===== src/rtl/sfetch_pkg.sv =====
// Shared types and constants for the instruction fetch stage and its IF/ID register.
package sfetch_pkg;

    typedef enum logic {
        BOOT = 1'b0,
        RUN  = 1'b1
    } fetch_state_t;

    localparam logic [31:0] RESET_PC_DEFAULT = 32'h0000_0000;
    localparam logic [31:0] NOP_INSTR        = 32'h0000_0013;
    localparam int          IF_ID_W          = 32;

    typedef struct packed {
        logic               valid;
        logic [IF_ID_W-1:0] instr;
        logic [IF_ID_W-1:0] pc;
        logic [IF_ID_W-1:0] pc_plus4;
    } if_id_t;

endpackage


===== src/rtl/sif_id_reg.sv =====
// Pipeline register holding one instruction and its PCs; flush beats load beats hold.
module sif_id_reg #(
    parameter int                WIDTH     = 32,
    parameter logic [WIDTH-1:0]  RESET_PC  = '0,
    parameter logic [WIDTH-1:0]  NOP_INSTR = WIDTH'(32'h0000_0013)
) (
    input  logic             clk,
    input  logic             rst_n,
    input  logic             load_i,
    input  logic             flush_i,
    input  logic [WIDTH-1:0] instr_i,
    input  logic [WIDTH-1:0] pc_i,
    input  logic [WIDTH-1:0] pc_plus4_i,
    output logic             valid_o,
    output logic [WIDTH-1:0] instr_o,
    output logic [WIDTH-1:0] pc_o,
    output logic [WIDTH-1:0] pc_plus4_o
);

    localparam logic [WIDTH-1:0] RESET_PC_P4 = RESET_PC + WIDTH'(4);

    logic             valid_q, valid_d;
    logic [WIDTH-1:0] instr_q, instr_d;
    logic [WIDTH-1:0] pc_q, pc_d;
    logic [WIDTH-1:0] pc_plus4_q, pc_plus4_d;

    always_comb begin
        valid_d    = valid_q;
        instr_d    = instr_q;
        pc_d       = pc_q;
        pc_plus4_d = pc_plus4_q;
        if (flush_i) begin
            // PC fields are left alone on flush; only valid/instr matter downstream.
            valid_d = 1'b0;
            instr_d = NOP_INSTR;
        end else if (load_i) begin
            valid_d    = 1'b1;
            instr_d    = instr_i;
            pc_d       = pc_i;
            pc_plus4_d = pc_plus4_i;
        end
    end

    always_ff @(posedge clk or negedge rst_n) begin
        if (!rst_n) begin
            valid_q    <= 1'b0;
            instr_q    <= NOP_INSTR;
            pc_q       <= RESET_PC;
            pc_plus4_q <= RESET_PC_P4;
        end else begin
            valid_q    <= valid_d;
            instr_q    <= instr_d;
            pc_q       <= pc_d;
            pc_plus4_q <= pc_plus4_d;
        end
    end

    assign valid_o    = valid_q;
    assign instr_o    = instr_q;
    assign pc_o       = pc_q;
    assign pc_plus4_o = pc_plus4_q;

endmodule


===== src/rtl/sfetch_unit.sv =====
// Instruction fetch stage: owns the PC, addresses instruction memory and feeds decode via IF/ID.
module sfetch_unit
    import sfetch_pkg::*;
#(
    parameter int                     DATA_WIDTH = 32,
    parameter logic [DATA_WIDTH-1:0]  RESET_PC   = DATA_WIDTH'(RESET_PC_DEFAULT),
    parameter logic [DATA_WIDTH-1:0]  NOP_INSTR  = DATA_WIDTH'(sfetch_pkg::NOP_INSTR)
) (
    input  logic                  clk,
    input  logic                  rst_n,
    input  logic                  fetch_en_i,
    output logic [DATA_WIDTH-1:0] imem_addr_o,
    input  logic [DATA_WIDTH-1:0] imem_instr_i,
    input  logic                  redirect_i,
    input  logic [DATA_WIDTH-1:0] redirect_pc_i,
    input  logic                  id_ready_i,
    output logic                  if_valid_o,
    output logic [DATA_WIDTH-1:0] if_instr_o,
    output logic [DATA_WIDTH-1:0] if_pc_o,
    output logic [DATA_WIDTH-1:0] if_pc_plus4_o,
    output logic [31:0]           fetch_count_o
);

    localparam logic [DATA_WIDTH-1:0] WORD_MASK = ~DATA_WIDTH'(3);
    localparam logic [DATA_WIDTH-1:0] FOUR      = DATA_WIDTH'(4);

    fetch_state_t          state_q, state_d;
    logic [DATA_WIDTH-1:0] pc_q, pc_d;
    logic [DATA_WIDTH-1:0] pc_plus4;
    logic [31:0]           count_q, count_d;
    logic                  accept;
    logic                  load;
    logic                  flush;

    assign pc_plus4 = pc_q + FOUR;
    assign accept   = if_valid_o && id_ready_i;
    assign load     = (state_q == RUN) && fetch_en_i && !redirect_i &&
                      (!if_valid_o || id_ready_i);
    // Drain empties IF/ID once decode takes the last instruction while fetch is disabled.
    assign flush    = redirect_i || (accept && !fetch_en_i);

    always_comb begin
        state_d = state_q;
        pc_d    = pc_q;
        count_d = count_q;
        if (state_q == BOOT) begin
            state_d = RUN;
        end
        if (redirect_i) begin
            pc_d = redirect_pc_i & WORD_MASK;
        end else if (load) begin
            pc_d = pc_plus4;
        end
        if (accept) begin
            count_d = count_q + 32'd1;
        end
    end

    always_ff @(posedge clk or negedge rst_n) begin
        if (!rst_n) begin
            state_q <= BOOT;
            pc_q    <= RESET_PC;
            count_q <= 32'd0;
        end else begin
            state_q <= state_d;
            pc_q    <= pc_d;
            count_q <= count_d;
        end
    end

    sif_id_reg #(
        .WIDTH     (DATA_WIDTH),
        .RESET_PC  (RESET_PC),
        .NOP_INSTR (NOP_INSTR)
    ) u_if_id (
        .clk        (clk),
        .rst_n      (rst_n),
        .load_i     (load),
        .flush_i    (flush),
        .instr_i    (imem_instr_i),
        .pc_i       (pc_q),
        .pc_plus4_i (pc_plus4),
        .valid_o    (if_valid_o),
        .instr_o    (if_instr_o),
        .pc_o       (if_pc_o),
        .pc_plus4_o (if_pc_plus4_o)
    );

    assign imem_addr_o   = pc_q & WORD_MASK;
    assign fetch_count_o = count_q;

endmodule


===== config.mk =====
export PLATFORM = sky130hd
export DESIGN_NAME = sfetch_unit
export DESIGN_NICKNAME = d
export VERILOG_FILES = /design/src/rtl/sfetch_pkg.sv /design/src/rtl/sif_id_reg.sv /design/src/rtl/sfetch_unit.sv
export SDC_FILE = /design/constraint.sdc
export NUM_CORES = 1
export LEC_CHECK = 0
export BUFFER_PORTS_ARGS = -buffer_cell sky130_fd_sc_hd__buf_2
export CAP_MARGIN = 20
export CORE_UTILIZATION = 46
export CTS_BUF_LIST = sky130_fd_sc_hd__clkbuf_16
export DETAILED_ROUTE_END_ITERATION = 8
export PLACE_DENSITY = 0.76
export SYNTH_ARGS = -nofsm -noshare
export SYNTH_HDL_FRONTEND = slang
export SYNTH_SLANG_ARGS = --single-unit
export TNS_END_PERCENT = 5

===== constraint.sdc =====
create_clock -name clk -period 1.75 [get_ports clk]
set_input_delay 0.0875 -clock clk [delete_from_list [all_inputs] [get_ports clk]]
set_output_delay 0.0875 -clock clk [all_outputs]
set_load 0.05 [all_outputs]

# After elaboration in Yosys (flattened, before gate mapping)
# Cells that the tools add are included.
[totals]
ff_bits = 162
out_inout_bits = 161
elab_cells = 29
input_bits = 69
[classes]
bitwise_logic = 1
add_sub_neg = 2
reduce_logical = 13
muxes = 6
[ops]
columns = ["op", "count"]
rows = [
  ["2-to-1 mux 32 bit", 4],
  ["adder 32 x 1 -> 32 bit (second input constant)", 1],
  ["adder 32 x 3 -> 32 bit (second input constant)", 1],
  ["logical AND 1 bit", 5],
  ["nonzero test 2 bit", 2],
  ["zero test 1 bit", 3],
  ["logical OR 1 bit", 2],
  ["2-to-1 mux 1 bit", 2],
  ["AND reduction 2 bit", 1],
  ["inverter 1 bit", 1],
]

# Logic depth before layout (Yosys ltp)
[depth]
word_depth = 5
mapped_depth = 7
depth_no_buf = 6

# Cells and area by module
# Synthesis repeated with hierarchy kept, for this count alone.
[unflattened]
cells_unflattened = 623
hier_area_um2 = 7666.1
[modules_own_cells]
columns = ["mod", "instances", "area_per_inst_um2", "seq_area_each_um2", "cells_per_inst"]
rows = [
  ["sif_id_reg", 1, 4021.4, 2432.3, 243],
  ["sfetch_unit", 1, 3644.7, 1576.5, 380],
]

# Least setup slack after synthesis
# OpenSTA, ideal clock, no wires.
[synth_timing]
path_kind = "reg-to-reg"
from = "register pc_q[2]"
to = "register pc_q[18]"
stages_incl_launch_ff = 7
arrival_ns = 2.025
path_slack_ns = -0.405
required_time_ns = 1.620
path_buffers = 0
setup_ns = 0.130
period_less_slack_ns = 2.155
path_cell_list = "dfrtp_1 ha_1 nand4_2 or4_4 nor3_2 xnor2_1 o21ai_1"
[synth_between]
elab_chain_len = 3
[synth_rtl]
columns = ["element", "line_no", "rtl"]
rows = [
  ["start, declared", "sfetch_unit.sv:28", "logic [DATA_WIDTH-1:0] pc_q, pc_d;"],
  ["start signal, assigned", "sfetch_unit.sv:66", "pc_q <= pc_d;"],
  ["adder 32 x 3 -> 32 bit", "sfetch_unit.sv:35", "assign pc_plus4 = pc_q + FOUR;"],
  ["2-to-1 mux 32 bit", "sfetch_unit.sv:51", "end else if (load) begin"],
  ["2-to-1 mux 32 bit", "sfetch_unit.sv:49", "if (redirect_i) begin"],
]
# Every way passes these cells. The select of a mux whose other input is x is not followed.
# A chain may end at the register's enable or synchronous reset.

# Worst setup path in the final report
[layout_timing]
from = "register u_if_id.valid_q (netlist: u_if_id.valid_o)"
to = "register pc_q[18]"
[layout_between]
elab_chain_len = 4
[layout_rtl]
columns = ["element", "line_no", "rtl"]
rows = [
  ["start, declared", "sif_id_reg.sv:22", "logic valid_q, valid_d;"],
  ["start signal, assigned", "sif_id_reg.sv:51", "valid_q <= valid_d;"],
  ["zero test 1 bit", "sfetch_unit.sv:38", "(!if_valid_o || id_ready_i);"],
  ["logical OR 1 bit", "sfetch_unit.sv:38", ""],
  ["logical AND 1 bit", "sfetch_unit.sv:37", "assign load = (state_q == RUN) && fetch_en_i && !redirect_i &&"],
  ["nonzero test 2 bit (no line)", "n/a", ""],
]
# Every way passes these cells.

==> metrics.cfg <==
[cells_and_area]
fillers=1130
final_cells=1206
final_nets=1080
antenna_cells=0
area_growth_pct=41.3
regArea_um2=3950
drive_gt1_share_pct=34.7
final_area_um2=9950
multiInputGateArea_um2=2980

[placement]
portBuffers=221
placed_cells=1110
place_congestion=0.806
place_ws_ps=29.7
place_hpwl_um=13400
placedInstanceArea_um2=8700

[sta]
post-route-period-util_pct=95.5
whs_ps=41.0
drv_slew=0
layout_setup_ws_ps=78.9
setup_violations=0
rsz0062_at_grt=true
period_minus_slack_ps=1670
clock.fmax_mhz=598
setup_tns_ps=0
hold_viol=0
fin_worst_skew_ps=12.1

[clock_network]
clock-root-buffer=clkbuf_16
clkLatencyLatePin_ps=420
cts.clk_slew.worst_paths_ps=60
cts_htree_levels=4
cts_buffers=17
cts_buffer_depth=2
cts_tree=yes
cts_sinks=156

[synth]
syn-mean-instance-area_um2=9.99
syn_inst=705
synth_most_common_cell=nand2_1
synth_cell_types=40
ys_ff_latch=156
ys_seq_area_share_pct=55.5
ys_warn_count=0
synthArstFlopShare_pct=100
synth.area.top_cells=dfrtp_1 (54%), nand2_1 (9.8%), xor2_1 (5.6%)
synth_top_area_share_pct=54.0
synth-edff-count=0
synthesis.area_um2=7040
yosysTopAreaCell=dfrtp_1
ys.flop_type=dfrtp_1
netlist_top_cells_count=nand2_1 (184), dfrtp_1 (152), o21ai_0 (48)

[route]
first_pass_iters=5
ant_nets=0
drc=0
vias=6279
drt_iter0_drc=285
wl_um=19800
wl_per_cell_um=16.4
vias_per_cell=5.21

[critical_path]
crit_type=reg -> reg
critPathTopFamily=simple AND/OR/NAND/NOR gates
slowest_stage=or4_4
arrival_ps=1970
path_cells=nor2b_1 > or4_4 > nor3_2 > xnor2_1 > o21ai_1
crit_path_end_kind=register
required_ps=2040
critPathMaxFanout=6
critPathLaunch=u_if_id.valid_o$_DFFE_PN0P_
path_buf_inv=0
crit_path_start_kind=register
slowest_delay_ps=550
r2r-start=u_if_id.valid_o$_DFFE_PN0P_

[run_status]
outcome=complete, no violations

[grt]
grt_pass1_vias=6425
grt_max_degree=50
grt_overflow=0
grt_pass1_wl_um=32000
antenna_found_initial=0
grt_use_total_pct=26.2

[floorplanning]
dieArea_um2=15800
dieWidth_um=126
io_pins=230
start_util_pct=47.7
fp.dieH_um=126
core_area_um2=14800
rows=44

[power]
p_leak_uw=0.00503
power_density_nw_per_um2=1110
vdd_ir_drop_max_uv=747

[hold_path]
hold_start=id_ready_i
hold_path_class=in -> reg

[flow_run]
maxCapViolCount=0

## metal layers
metal / wire (µm) / up-vias / track usage [%] / share of wire, %
met3: 1220 / 42 / 6.75 / 6.1
met4: 566 / 0 / 10.2 / 2.9
li1: - / 2950 / - / -
met5: 0 / - / 0 / 0
met2: 9860 / 249 / 44.4 / 50
met1: 8180 / 3038 / 32.0 / 41
## report_power, final
| part | internal, µW | switching, µW | leakage (µW) |
|---|---|---|---|
| registers | 4040 | 313 | 0.00197 |
| clock network | 2190 | 1380 | 0.000297 |
| logic | 800 | 2290 | 0.00277 |
## path summary, 6_finish.rpt
| kind | endpoint | slack [ps] | depth (start not counted) |
|---|---|---|---|
| worst min register to register | fetch_count_o[31]$_DFFE_PN0N_ | 460 | 1 |
| min in group asynchronous | pc_q[7]$_DFFE_PN0P_ | 160 | 2 |
| worst max register to register | pc_q[18]$_DFFE_PN0P_ | 80 | 5 |
| max in group asynchronous | u_if_id.instr_o[4]$_DFFE_PN1P_ | 980 | 3 |
| worst min-delay path | fetch_count_o[0]$_DFFE_PN0N_ | 40 | 3 |
| worst max-delay path | pc_q[18]$_DFFE_PN0P_ | 80 | 5 |
## registers in the layout (all words and copies together) (netlist names)
register	cells
fetch_count_o	32
pc_q	30
u_if_id.valid_o	1
u_if_id.pc_o	30
u_if_id.instr_o	32
u_if_id.pc_plus4_o	30
state_q	1
## repair_timing
action	in CTS	in global routing
setup buffers	0	1
setup endpoints to repair	0	27
hold endpoints to repair	214	0
hold buffers	63	0
resized for setup	0	10
## final cells by class
class	count	share of cell area, %
multi-input cells	495	30.0
repair buffers	332	22.1
well taps	184	2.31
clock buffers	17	4.28
clock inverters	15	1.45
flip-flops and latches	156	39.7
inverters	7	0.264
## through the flow
step / power (µW) / utilization, %
after CTS: 11100 / 67.1
final: 11000 / 67.4
after detailed placement: 7360 / 59.0
after global routing: 11500 / 67.4
after global placement: 7310 / 59.0
after floorplan: 6500 / -
## worst register-to-register path, cell delays in order (launching register included)
cell and delay, ps:
dfrtp_2 450, nor2b_1 210, or4_4 550, nor3_2 130, xnor2_1 130, o21ai_1 70
## cells in the final DEF, fill, tap and decap left out, types with 2 or more instances in the layout
master and count:
a22o_1 29, buf_4 40, clkinv_1 2, nor2_1 19, nor3_1 4, a21oi_1 3
dfrtp_2 33, o21ai_1 15, xor2_1 45, nand4_1 21, nor4_4 5, xnor2_1 43
nand4_4 2, nor2b_1 3, o21ai_0 45, buf_12 7, bufinv_16 3, dlygate4sd3_1 63
nor3_4 3, and3_1 13, buf_6 2, nand2_1 182, nand3_1 29, dfstp_2 4
dfrtp_1 119, buf_2 220, nand3_2 3, and4_1 5, inv_1 12, clkbuf_16 17
clkinv_2 4, conb_1 7
## cell families (layout without fill, tap and decap cells)
logic type               Yosys count  after routing  synth area share, %
flip-flops                       156            156                 55.5
multiplexers                       2              2                0.302
XOR/XNOR                          88             88                 10.9
buffers and inverters             59            371                 3.82
AND/OR/NAND/NOR                  303            303                 20.8
AO/OA/AOI/OAI                     93             93                 8.16
adder cells (fa/ha/maj)            2              2                0.355
other                              2              7                0.107
(Power assumes the default switching activity.)
